File: config.mk
export PLATFORM = sky130hd
export DESIGN_NAME = merge_out_packer
export DESIGN_NICKNAME = d
export VERILOG_FILES = /design/src/rtl/merge_out_packer_pkg.sv /design/src/rtl/packer_fifo.sv /design/src/rtl/merge_out_packer.sv
export SDC_FILE = /design/constraint.sdc
export NUM_CORES = 2
export LEC_CHECK = 0
export CELL_PAD_IN_SITES_DETAIL_PLACEMENT = 2
export CELL_PAD_IN_SITES_GLOBAL_PLACEMENT = 2
export CORE_MARGIN = 1.5
export CORE_UTILIZATION = 47
export DETAILED_ROUTE_END_ITERATION = 12
export PLACE_DENSITY = 0.88
export SLEW_MARGIN = 20
export SYNTH_ARGS = -nofsm -noshare
export SYNTH_HDL_FRONTEND = slang
export SYNTH_SLANG_ARGS = --single-unit
File: constraint.sdc
create_clock -name i_clk -period 9 [get_ports i_clk]
set_input_delay 1.35 -clock i_clk [delete_from_list [all_inputs] [get_ports i_clk]]
set_output_delay 1.35 -clock i_clk [all_outputs]
set_load 0.05 [all_outputs]
File: src/rtl/merge_out_packer_pkg.sv
// Shared constants for the merger-tree back end: FSM state encodings and default datapath sizes
// used by the tree, this packer and the memory writer.
package merge_pkg;

    localparam int MERGE_DATA_WIDTH = 32;
    localparam int MERGE_P          = 16;

    localparam logic [1:0] IDLE = 2'd0;
    localparam logic [1:0] RUN  = 2'd1;
    localparam logic [1:0] DONE = 2'd2;

    typedef enum logic [1:0] {
        ST_IDLE = IDLE,
        ST_RUN  = RUN,
        ST_DONE = DONE
    } packer_state_e;

endpackage

File: src/rtl/packer_fifo.sv
// Synchronous word FIFO with flush. A committed write becomes visible to the read side one
// cycle later, so the head word is always read from settled storage.
module packer_fifo
    import merge_pkg::*;
#(
    parameter int WIDTH = MERGE_P * MERGE_DATA_WIDTH,
    parameter int DEPTH = 4
) (
    input  logic                     i_clk,
    input  logic                     i_rst_n,
    input  logic                     i_flush,
    input  logic                     i_push,
    input  logic [WIDTH-1:0]         i_data,
    input  logic                     i_pop,
    output logic [WIDTH-1:0]         o_head,
    output logic                     o_empty,
    output logic                     o_full,
    output logic [$clog2(DEPTH):0]   o_count
);

    localparam int AW = $clog2(DEPTH);

    logic [WIDTH-1:0] r_mem [DEPTH];
    logic [AW:0]      r_wr_ptr;
    logic [AW:0]      r_wr_ptr_d;
    logic [AW:0]      r_rd_ptr;
    logic             w_do_push;
    logic             w_do_pop;

    assign o_count   = r_wr_ptr - r_rd_ptr;
    assign o_full    = (o_count == (AW+1)'(DEPTH));
    assign o_empty   = (r_wr_ptr_d == r_rd_ptr);
    assign o_head    = r_mem[r_rd_ptr[AW-1:0]];
    assign w_do_push = i_push && !o_full && !i_flush;
    assign w_do_pop  = i_pop && !o_empty && !i_flush;

    // Word storage
    always_ff @(posedge i_clk or negedge i_rst_n) begin
        if (!i_rst_n) begin
            for (int i = 0; i < DEPTH; i++) begin
                r_mem[i] <= '0;
            end
        end else if (w_do_push) begin
            r_mem[r_wr_ptr[AW-1:0]] <= i_data;
        end
    end

    // Pointers; the delayed write pointer gates read-side visibility
    always_ff @(posedge i_clk or negedge i_rst_n) begin
        if (!i_rst_n) begin
            r_wr_ptr   <= '0;
            r_wr_ptr_d <= '0;
            r_rd_ptr   <= '0;
        end else if (i_flush) begin
            r_wr_ptr   <= '0;
            r_wr_ptr_d <= '0;
            r_rd_ptr   <= '0;
        end else begin
            if (w_do_push) begin
                r_wr_ptr <= r_wr_ptr + (AW+1)'(1);
            end
            if (w_do_pop) begin
                r_rd_ptr <= r_rd_ptr + (AW+1)'(1);
            end
            r_wr_ptr_d <= r_wr_ptr;
        end
    end

endmodule

File: src/rtl/merge_out_packer.sv
// Buffers P-record words from the merger tree root and re-emits them as OUT_P-record beats on a
// valid/ready stream, counting records against a programmed run length.
module merge_out_packer
    import merge_pkg::*;
#(
    parameter int DATA_WIDTH = MERGE_DATA_WIDTH,
    parameter int P          = MERGE_P,
    parameter int OUT_P      = 4,
    parameter int DEPTH      = 4,
    parameter int CNT_WIDTH  = 32
) (
    input  logic                        i_clk,
    input  logic                        i_rst_n,
    input  logic                        i_start,
    input  logic [CNT_WIDTH-1:0]        i_total_records,
    input  logic [P*DATA_WIDTH-1:0]     i_data,
    input  logic                        i_write,
    output logic                        o_ready,
    output logic [OUT_P*DATA_WIDTH-1:0] o_m_data,
    output logic                        o_m_valid,
    input  logic                        i_m_ready,
    output logic                        o_m_last,
    output logic                        o_busy,
    output logic                        o_done,
    output logic                        o_err
);

    localparam int WORD_W  = P * DATA_WIDTH;
    localparam int BEAT_W  = OUT_P * DATA_WIDTH;
    localparam int SLICES  = P / OUT_P;
    localparam int SLICE_W = (SLICES > 1) ? $clog2(SLICES) : 1;
    localparam int CW      = $clog2(DEPTH) + 1;

    packer_state_e         r_state;
    packer_state_e         w_state_nxt;
    logic [SLICE_W-1:0]    r_slice;
    logic [CNT_WIDTH-1:0]  r_remaining;
    logic [BEAT_W-1:0]     r_m_data;
    logic                  r_m_valid;
    logic                  r_m_last;
    logic                  r_ready;
    logic                  r_busy;
    logic                  r_done;
    logic                  r_err;

    logic [WORD_W-1:0]     w_head;
    logic                  w_empty;
    logic                  w_full;
    logic [CW-1:0]         w_count;
    logic [CW-1:0]         w_count_nxt;
    logic [BEAT_W-1:0]     w_slice;
    logic                  w_start;
    logic                  w_push;
    logic                  w_pop;
    logic                  w_load;
    logic                  w_last_beat;
    logic                  w_done_hs;
    logic                  w_flush;

    assign w_start     = i_start && (r_state != ST_RUN);
    assign w_push      = i_write && r_ready;
    assign w_last_beat = (r_remaining == CNT_WIDTH'(OUT_P));
    assign w_load      = (r_state == ST_RUN) && !w_empty && (r_remaining != '0)
                         && (!r_m_valid || i_m_ready);
    // The last beat of a run also retires its word so residual slices never surface.
    assign w_pop       = w_load && ((r_slice == SLICE_W'(SLICES - 1)) || w_last_beat);
    assign w_done_hs   = (r_state == ST_RUN) && r_m_valid && r_m_last && i_m_ready;
    assign w_flush     = w_start || w_done_hs;
    assign w_slice     = w_head[r_slice * BEAT_W +: BEAT_W];

    packer_fifo #(
        .WIDTH (WORD_W),
        .DEPTH (DEPTH)
    ) u_fifo (
        .i_clk   (i_clk),
        .i_rst_n (i_rst_n),
        .i_flush (w_flush),
        .i_push  (w_push),
        .i_data  (i_data),
        .i_pop   (w_pop),
        .o_head  (w_head),
        .o_empty (w_empty),
        .o_full  (w_full),
        .o_count (w_count)
    );

    // Occupancy after this edge, used to register o_ready one cycle ahead
    always_comb begin
        w_count_nxt = w_count;
        if (w_flush) begin
            w_count_nxt = '0;
        end else if (w_push && !w_pop && !w_full) begin
            w_count_nxt = w_count + CW'(1);
        end else if (!w_push && w_pop) begin
            w_count_nxt = w_count - CW'(1);
        end else begin
            w_count_nxt = w_count;
        end
    end

    // Next-state logic
    always_comb begin
        w_state_nxt = r_state;
        case (r_state)
            ST_IDLE, ST_DONE: begin
                if (i_start) begin
                    w_state_nxt = (i_total_records == '0) ? ST_DONE : ST_RUN;
                end else begin
                    w_state_nxt = r_state;
                end
            end
            ST_RUN: begin
                if (w_done_hs) begin
                    w_state_nxt = ST_DONE;
                end else begin
                    w_state_nxt = ST_RUN;
                end
            end
            default: w_state_nxt = ST_IDLE;
        endcase
    end

    // State register
    always_ff @(posedge i_clk or negedge i_rst_n) begin
        if (!i_rst_n) begin
            r_state <= ST_IDLE;
        end else begin
            r_state <= w_state_nxt;
        end
    end

    // Status flags, record counter, slice counter and output beat register
    always_ff @(posedge i_clk or negedge i_rst_n) begin
        if (!i_rst_n) begin
            r_ready     <= 1'b0;
            r_busy      <= 1'b0;
            r_done      <= 1'b0;
            r_err       <= 1'b0;
            r_remaining <= '0;
            r_slice     <= '0;
            r_m_valid   <= 1'b0;
            r_m_last    <= 1'b0;
            r_m_data    <= '0;
        end else begin
            r_ready <= (w_state_nxt == ST_RUN) && (w_count_nxt != CW'(DEPTH));
            r_busy  <= (w_state_nxt == ST_RUN);
            r_done  <= (w_state_nxt == ST_DONE);
            r_err   <= r_err | (i_write & ~r_ready);
            if (w_start) begin
                r_remaining <= i_total_records;
                r_slice     <= '0;
            end else if (w_load) begin
                r_remaining <= r_remaining - CNT_WIDTH'(OUT_P);
                r_slice     <= w_pop ? '0 : r_slice + SLICE_W'(1);
            end
            if (w_load) begin
                r_m_valid <= 1'b1;
                r_m_data  <= w_slice;
                r_m_last  <= w_last_beat;
            end else if (i_m_ready) begin
                r_m_valid <= 1'b0;
                r_m_last  <= 1'b0;
            end
        end
    end

    assign o_ready   = r_ready;
    assign o_busy    = r_busy;
    assign o_done    = r_done;
    assign o_err     = r_err;
    assign o_m_data  = r_m_data;
    assign o_m_valid = r_m_valid;
    assign o_m_last  = r_m_last;

endmodule

==> impl_metrics.tcl <==
set metrics [dict create \
    outcome "completed" \
    rows 167 \
    dr.pass1.iters 5 \
    syn_inst 5984 \
    ios 683 \
    leakagePower_nw 48.0 \
    clk_pin_slew_ns 0.07 \
    grt_overflow_total 0 \
    clock_sink_count 2227 \
    fmax_ghz 0.179 \
    arrival_ns 6.30 \
    rsz0062_at_grt "false" \
    tightest_slew_ns 1.14 \
    hold_buffers 0 \
    areaGrowthSynthToFinish_pct 18.0 \
    place_congestion 0.817 \
    die_w_um 460 \
    postSynthRegisterBits 2227 \
    port_buffers 682 \
    syn_nets 6546 \
    worstPathCellList "ha_1, inv_1, fa_1, inv_1, ha_1, ha_1, nor2_1, nand2_1, nor2_4, buf_4, buf_12, mux2_2" \
    period_needed_ns 5.58 \
    ys_top_cells_by_count "dfrtp_1, mux2_2, mux4_2" \
    synth_area_leader_cell "dfrtp_1" \
    tns_ns 0 \
    post_cts_resized 0 \
    path_class "flop to flop" \
    syn_area_mm2 0.0982 \
    post-route-util_pct 55.9 \
    viasPerCell 6.41 \
    yosys.cell_count.top_type "dfrtp_1" \
    max_cap_violations 0 \
    async_flop_share_pct 100 \
    critPathBufInv 4 \
    synth_top_flop_cell "dfrtp_1" \
    wl_um 397000 \
    yosysWarnings 0 \
    seq_area_frac_synth_pct 56.7 \
    synth_cell_types 59 \
    grt_pass1_vias 71000 \
    drc 0 \
    pwr_density_cell_mw_per_mm2 449 \
    min_period_over_period_pct 62.0 \
    clk_path_buf_depth 3 \
    vias 61900 \
    skew_ns 0.0773 \
    synth_top_area_share_pct 56.7 \
    cp_data_required_time_ns 9.72 \
    grt_max_degree 188 \
    drive_gt1_share_pct 46.7 \
    ctsHtreeMaxLevel 4 \
    critical_path.top_delay_family "simple AND/OR/NAND/NOR gates" \
    finalHoldViolCount 0 \
    syn_area_per_cell_um2 16.4 \
    dieArea_mm2 0.212 \
    fin_area_mm2 0.116 \
    multiInputGateArea_mm2 0.0406 \
    slowest_delay_ns 1.08 \
    dp.cells 9129 \
    finalSetupViolCount 0 \
    final_cells 9666 \
    ctsRootBufferMaster "clkbuf_16" \
    crit_fanout 80 \
    cts_made_buffers 233 \
    track_usage_pct 35.7 \
    critPathMostFrequentCell "ha_1" \
    start_kind "flop" \
    ir_drop_uv 331 \
    layout.nets 7140 \
    seq_area_mm2 0.0557 \
    hold_ws_ns 0.486 \
    synthTopCellsByArea "dfrtp_1, mux2_2, mux4_2" \
    cts_tree "done" \
    num-fill-cells 17500 \
    cpMaxStageDelayCell "dfrtp_4" \
    die_h_um 460 \
    first_iter_violations 5155 \
    dpl_cell_area_mm2 0.108 \
    grt_pass1_wl_um 546000 \
    clock_latency_ns 0.92 \
    wl_per_cell_um 41.1 \
    synth-edff-count 0 \
    hold_path_class "primary input to asynchronous set/reset pin" \
    end_kind "flop" \
    initial_core_util_pct 47.3 \
    place_hpwl_um 211000 \
    core_area_mm2 0.207 \
    postCtsSetupBuffers 0 \
    drv_slew 0 \
    relSlewSlack_pct 23.8 \
    antenna_found_initial 139 \
    ant_nets 0 \
]
==> sequential cells by signal, summed over array words and instances, names as in the netlist, 2 cells and up <==
name and flops:
r_slice 2, u_fifo.r_mem 2048, u_fifo.r_wr_ptr 3, u_fifo.r_wr_ptr_d 3, r_remaining 32, r_state 2
u_fifo.r_rd_ptr 3, o_m_data 128
==> worst paths after layout <==
path	from	end	slack, ns	depth (start not counted)
setup / recovery	u_fifo.r_rd_ptr[0]$_DFFE_PN0P_	u_fifo.r_mem[459]$_DFFE_PN0P_	3.42	12
hold / removal	i_rst_n	u_fifo.r_mem[1033]$_DFFE_PN0P_	0.49	1
setup reg to reg	u_fifo.r_rd_ptr[0]$_DFFE_PN0P_	u_fifo.r_mem[459]$_DFFE_PN0P_	3.42	12
hold reg to reg	o_m_data[119]$_DFFE_PN0P_	o_m_data[119]$_DFFE_PN0P_	0.49	2
max in group asynchronous	i_rst_n	u_fifo.r_mem[1754]$_DFFE_PN0P_	6.07	3
min in group i_clk	o_m_data[119]$_DFFE_PN0P_	o_m_data[119]$_DFFE_PN0P_	0.49	2
==> layout by cell type (no fill, tap or decap), drive strengths merged, types with 7 or more instances in the layout <==
cell and instances:
a21oi 14, buf 86, bufinv 17, clkbuf 349, clkdlybuf4s50 681, clkinv 53
dfrtp 2227, diode 109, ha 12, inv 23, mux2 2048, mux4 640
nand2 427, nand3 16, nand4 7, nor2 27, nor3 12, nor4 15
o21ai 22, xnor2 12
==> per-layer routing <==
layer  vias up  GRT usage, %  routed length [um]
met2      2719          62.5              205000
met5         -             0                 540
li1      23600             -                   -
met4        80          19.7               27100
met3      1201          7.88               23800
met1     34300          40.3              140000
==> cell type report <==
| class | instances | share of cell area, % |
|---|---|---|
| inverters | 18 | 0.0583 |
| clock inverters | 77 | 0.942 |
| well taps | 2788 | 3.01 |
| diodes | 109 | 0.235 |
| multi-input cells | 3331 | 35.1 |
| clock buffers | 349 | 5.85 |
| flip-flops and latches | 2227 | 48.1 |
| repair buffers | 767 | 6.78 |
==> cell families after synthesis <==
family	share of synthesized area, %
DFF	56.7
adders and majority gates	0.173
and+or+nand+nor	2.30
xor gates and xnor gates	0.160
buffers and inverters	1.97
AOI/OAI and AO/OA	0.531
muxes	38.1
==> report_power, final <==
part / internal [mW] / switching [mW] / leakage [nW]
Sequential: 15.2 / 4.49 / 26.6
Combinational: 11.0 / 11.0 / 17.5
Clock: 5.72 / 4.64 / 3.87
Total: 31.9 / 20.2 / 48.0
==> through the flow <==
stage                     setup WS, ns  power, mW
final                             3.42       52.1
after global routing              3.16       53.5
after CTS                         3.46       51.3
after detailed placement          3.57       39.2
after global placement            3.64       36.6
after floorplan                   5.11       31.8
(Power assumes the default switching activity.)
==> RTL change (same settings) <==
`MERGE_DATA_WIDTH`: 32 -> 16.
--- a/src/rtl/merge_out_packer_pkg.sv
+++ b/src/rtl/merge_out_packer_pkg.sv
@@ -2,7 +2,7 @@
 // used by the tree, this packer and the memory writer.
 package merge_pkg;
 
-    localparam int MERGE_DATA_WIDTH = 32;
+    localparam int MERGE_DATA_WIDTH = 16;
     localparam int MERGE_P          = 16;
 
     localparam logic [1:0] IDLE = 2'd0;
Ports: changed (resized i_data and o_m_data); port bits go from 683 to 363. No check against the original RTL was run, so the function may have changed too.
==> RTL change against the unedited design <==
Sequential share of layout area down 0.29 points; final area shrank 49%; die area fell by 48%; setup slack better by 0.50 ns; critical path depth down 1; clock power is 51% lower; first-iteration DRC count is 66% lower; area after synthesis down 48%; wire length decreased by 58%; power decreased by 51%; hold slack worse by 0.0053 ns; core utilization fell by 0.14 points; sequential cell count fell by 1088; critical path type unchanged; highest routed layer unchanged.
==> RTL change: results (changes against the unedited design) <==
stage,metric,value,unit,change
outcome,status,"complete, no violations",,
grt,first-pass GRT wire length,253200,µm,-54%
logic_synthesis,Synth top cells by count,"1139 x dfrtp_1, 1024 x mux2_2, 320 x mux4_2",,
sta,Fin Clk Skew,0.02647,ns,-0.05078 ns
logic_synthesis,post-synth net total,3463,,-47%
grt,gr usage total,30.81,%,-4.8 points
finish,layout cells sized above 1,44.90,%,-1.8 points
power_and_ir_drop,P_leak,0.02474,µW,-48%
clocking,Num CTS Buffers,121,,-48%
logic_synthesis,"Distinct cells, synth",60,,+1.7%
finish,Layout fillers,9058,,-48%
logic_synthesis,Synth Area in Compound Gates,0.9255,%,+0.39 points
logic_synthesis,mux cell area share after synthesis,37.00,%,-1.1 points
sta,Slew HR,15.33,%,-8.5 points
drt,final WL,168000,µm,-58%
logic_synthesis,xor/xnor share of the synthesized area,0.4146,%,+0.25 points
finish,final net count,3772,,-47%
worst_setup_path,CP max stage delay,0.88,ns,-0.20 ns
placement,IO buf count,362,,-47%
logic_synthesis,synth top area cells,"dfrtp_1 56%, mux2_2 23%, mux4_2 14%, nand2_1 1.7%, buf_2 1.3%",,
logic_synthesis,Post-Synth Adder-Cell Area,0.3357,%,+0.16 points
logic_synthesis,"Seq/Total Area, Yosys",56.22,%,-0.50 points
drt,DR iter-0 viols,1767,,-66%
placement,RePlAce Congestion,0.7774,,-4.9%
grt,largest net degree at the start of global routing,174,,-7.4%
clocking,latest clock arrival within the worst-skew pair,0.72,ns,-0.20 ns
placement,post-DP HPWL,96330,µm,-54%
clocking,htree depth,3,,-1
==> RTL change: cell types whose count changed after synthesis, moves of 4 or more <==
cell	before	now
buf_1	44	20
nand2_1	426	233
dfrtp_1	2227	1139
buf_2	247	127
nor4_1	13	18
inv_1	18	11
a32oi_1	4	0
nor2_1	26	36
nor4_2	1	5
mux2_2	2048	1024
clkbuf_1	113	60
mux4_2	640	320
==> RTL change: path summary, 6_finish.rpt <==
path	startpoint	cells past startpoint	to	slack, ns
min in group asynchronous	i_rst_n	1	u_fifo.r_mem[951]$_DFFE_PN0P_	0.70
min	o_m_data[17]$_DFFE_PN0P_	2	o_m_data[17]$_DFFE_PN0P_	0.48
max	u_fifo.r_rd_ptr[0]$_DFFE_PN0P_	11	u_fifo.r_mem[97]$_DFFE_PN0P_	3.92
max in group asynchronous	i_rst_n	3	o_m_data[24]$_DFFE_PN0P_	6.11
min reg2reg	o_m_data[17]$_DFFE_PN0P_	2	o_m_data[17]$_DFFE_PN0P_	0.48
max reg2reg	u_fifo.r_rd_ptr[0]$_DFFE_PN0P_	11	u_fifo.r_mem[97]$_DFFE_PN0P_	3.92
==> RTL change: layout make-up <==
| cell class | instances | area share, % |
|---|---|---|
| antenna | 29 | 0.1216 |
| clock buffer | 182 | 5.996 |
| inverter | 11 | 0.06919 |
| timing repair buffer | 395 | 6.830 |
| multi-input combinational | 1798 | 35.62 |
| clock inverter | 36 | 0.6352 |
| tap | 1403 | 2.941 |
| sequential | 1139 | 47.78 |
==> RTL change: worst max-delay path: cells and delay by family (launching register included) <==
family	cells	cell delay (ns)
adder cells (fa/ha/maj)	4	1.22
buffers and inverters	3	0.65
flip-flops	1	0.88
multiplexers	1	0.45
AND/OR/NAND/NOR	3	1.31
==> RTL change: metal layers <==
layer	vias up	part of all wire, %	global-route usage, %
met4	24	3.5	11.55
met1	16900	38	36.39
met2	763	55	56.45
met5	-	0.097	0
li1	12400	-	-
met3	326	3.8	4.771
==> RTL change: cell families (layout without fill, tap and decap cells) <==
kind of cell,count (synthesis),after routing
AOI/OAI and AO/OA,62,62
other,0,29
adders and majority gates,13,13
DFF,1139,1139
xor gates and xnor gates,24,24
muxes,1346,1346
buffers and inverters,220,624
and+or+nand+nor,353,353
==> RTL change: power by group <==
part           internal [µW]  switching [µW]  total, µW
Sequential              7770            2040       9820
Clock                   2900            2170       5070
Combinational           5710            5120      10800
==> RTL change: through the flow <==
step | worst slack (ns) | cells | area [µm²] | utilization (%)
after floorplan | 5.279 | 3157 | 50700 | -
after global placement | 4.381 | 4745 | 55630 | 51.96
after detailed placement | 4.177 | 4745 | 55630 | 51.96
after CTS | 4.067 | 4963 | 59590 | 55.66
after global routing | 3.778 | 4990 | 59670 | 55.74
final | 3.922 | 4993 | 59680 | 55.75
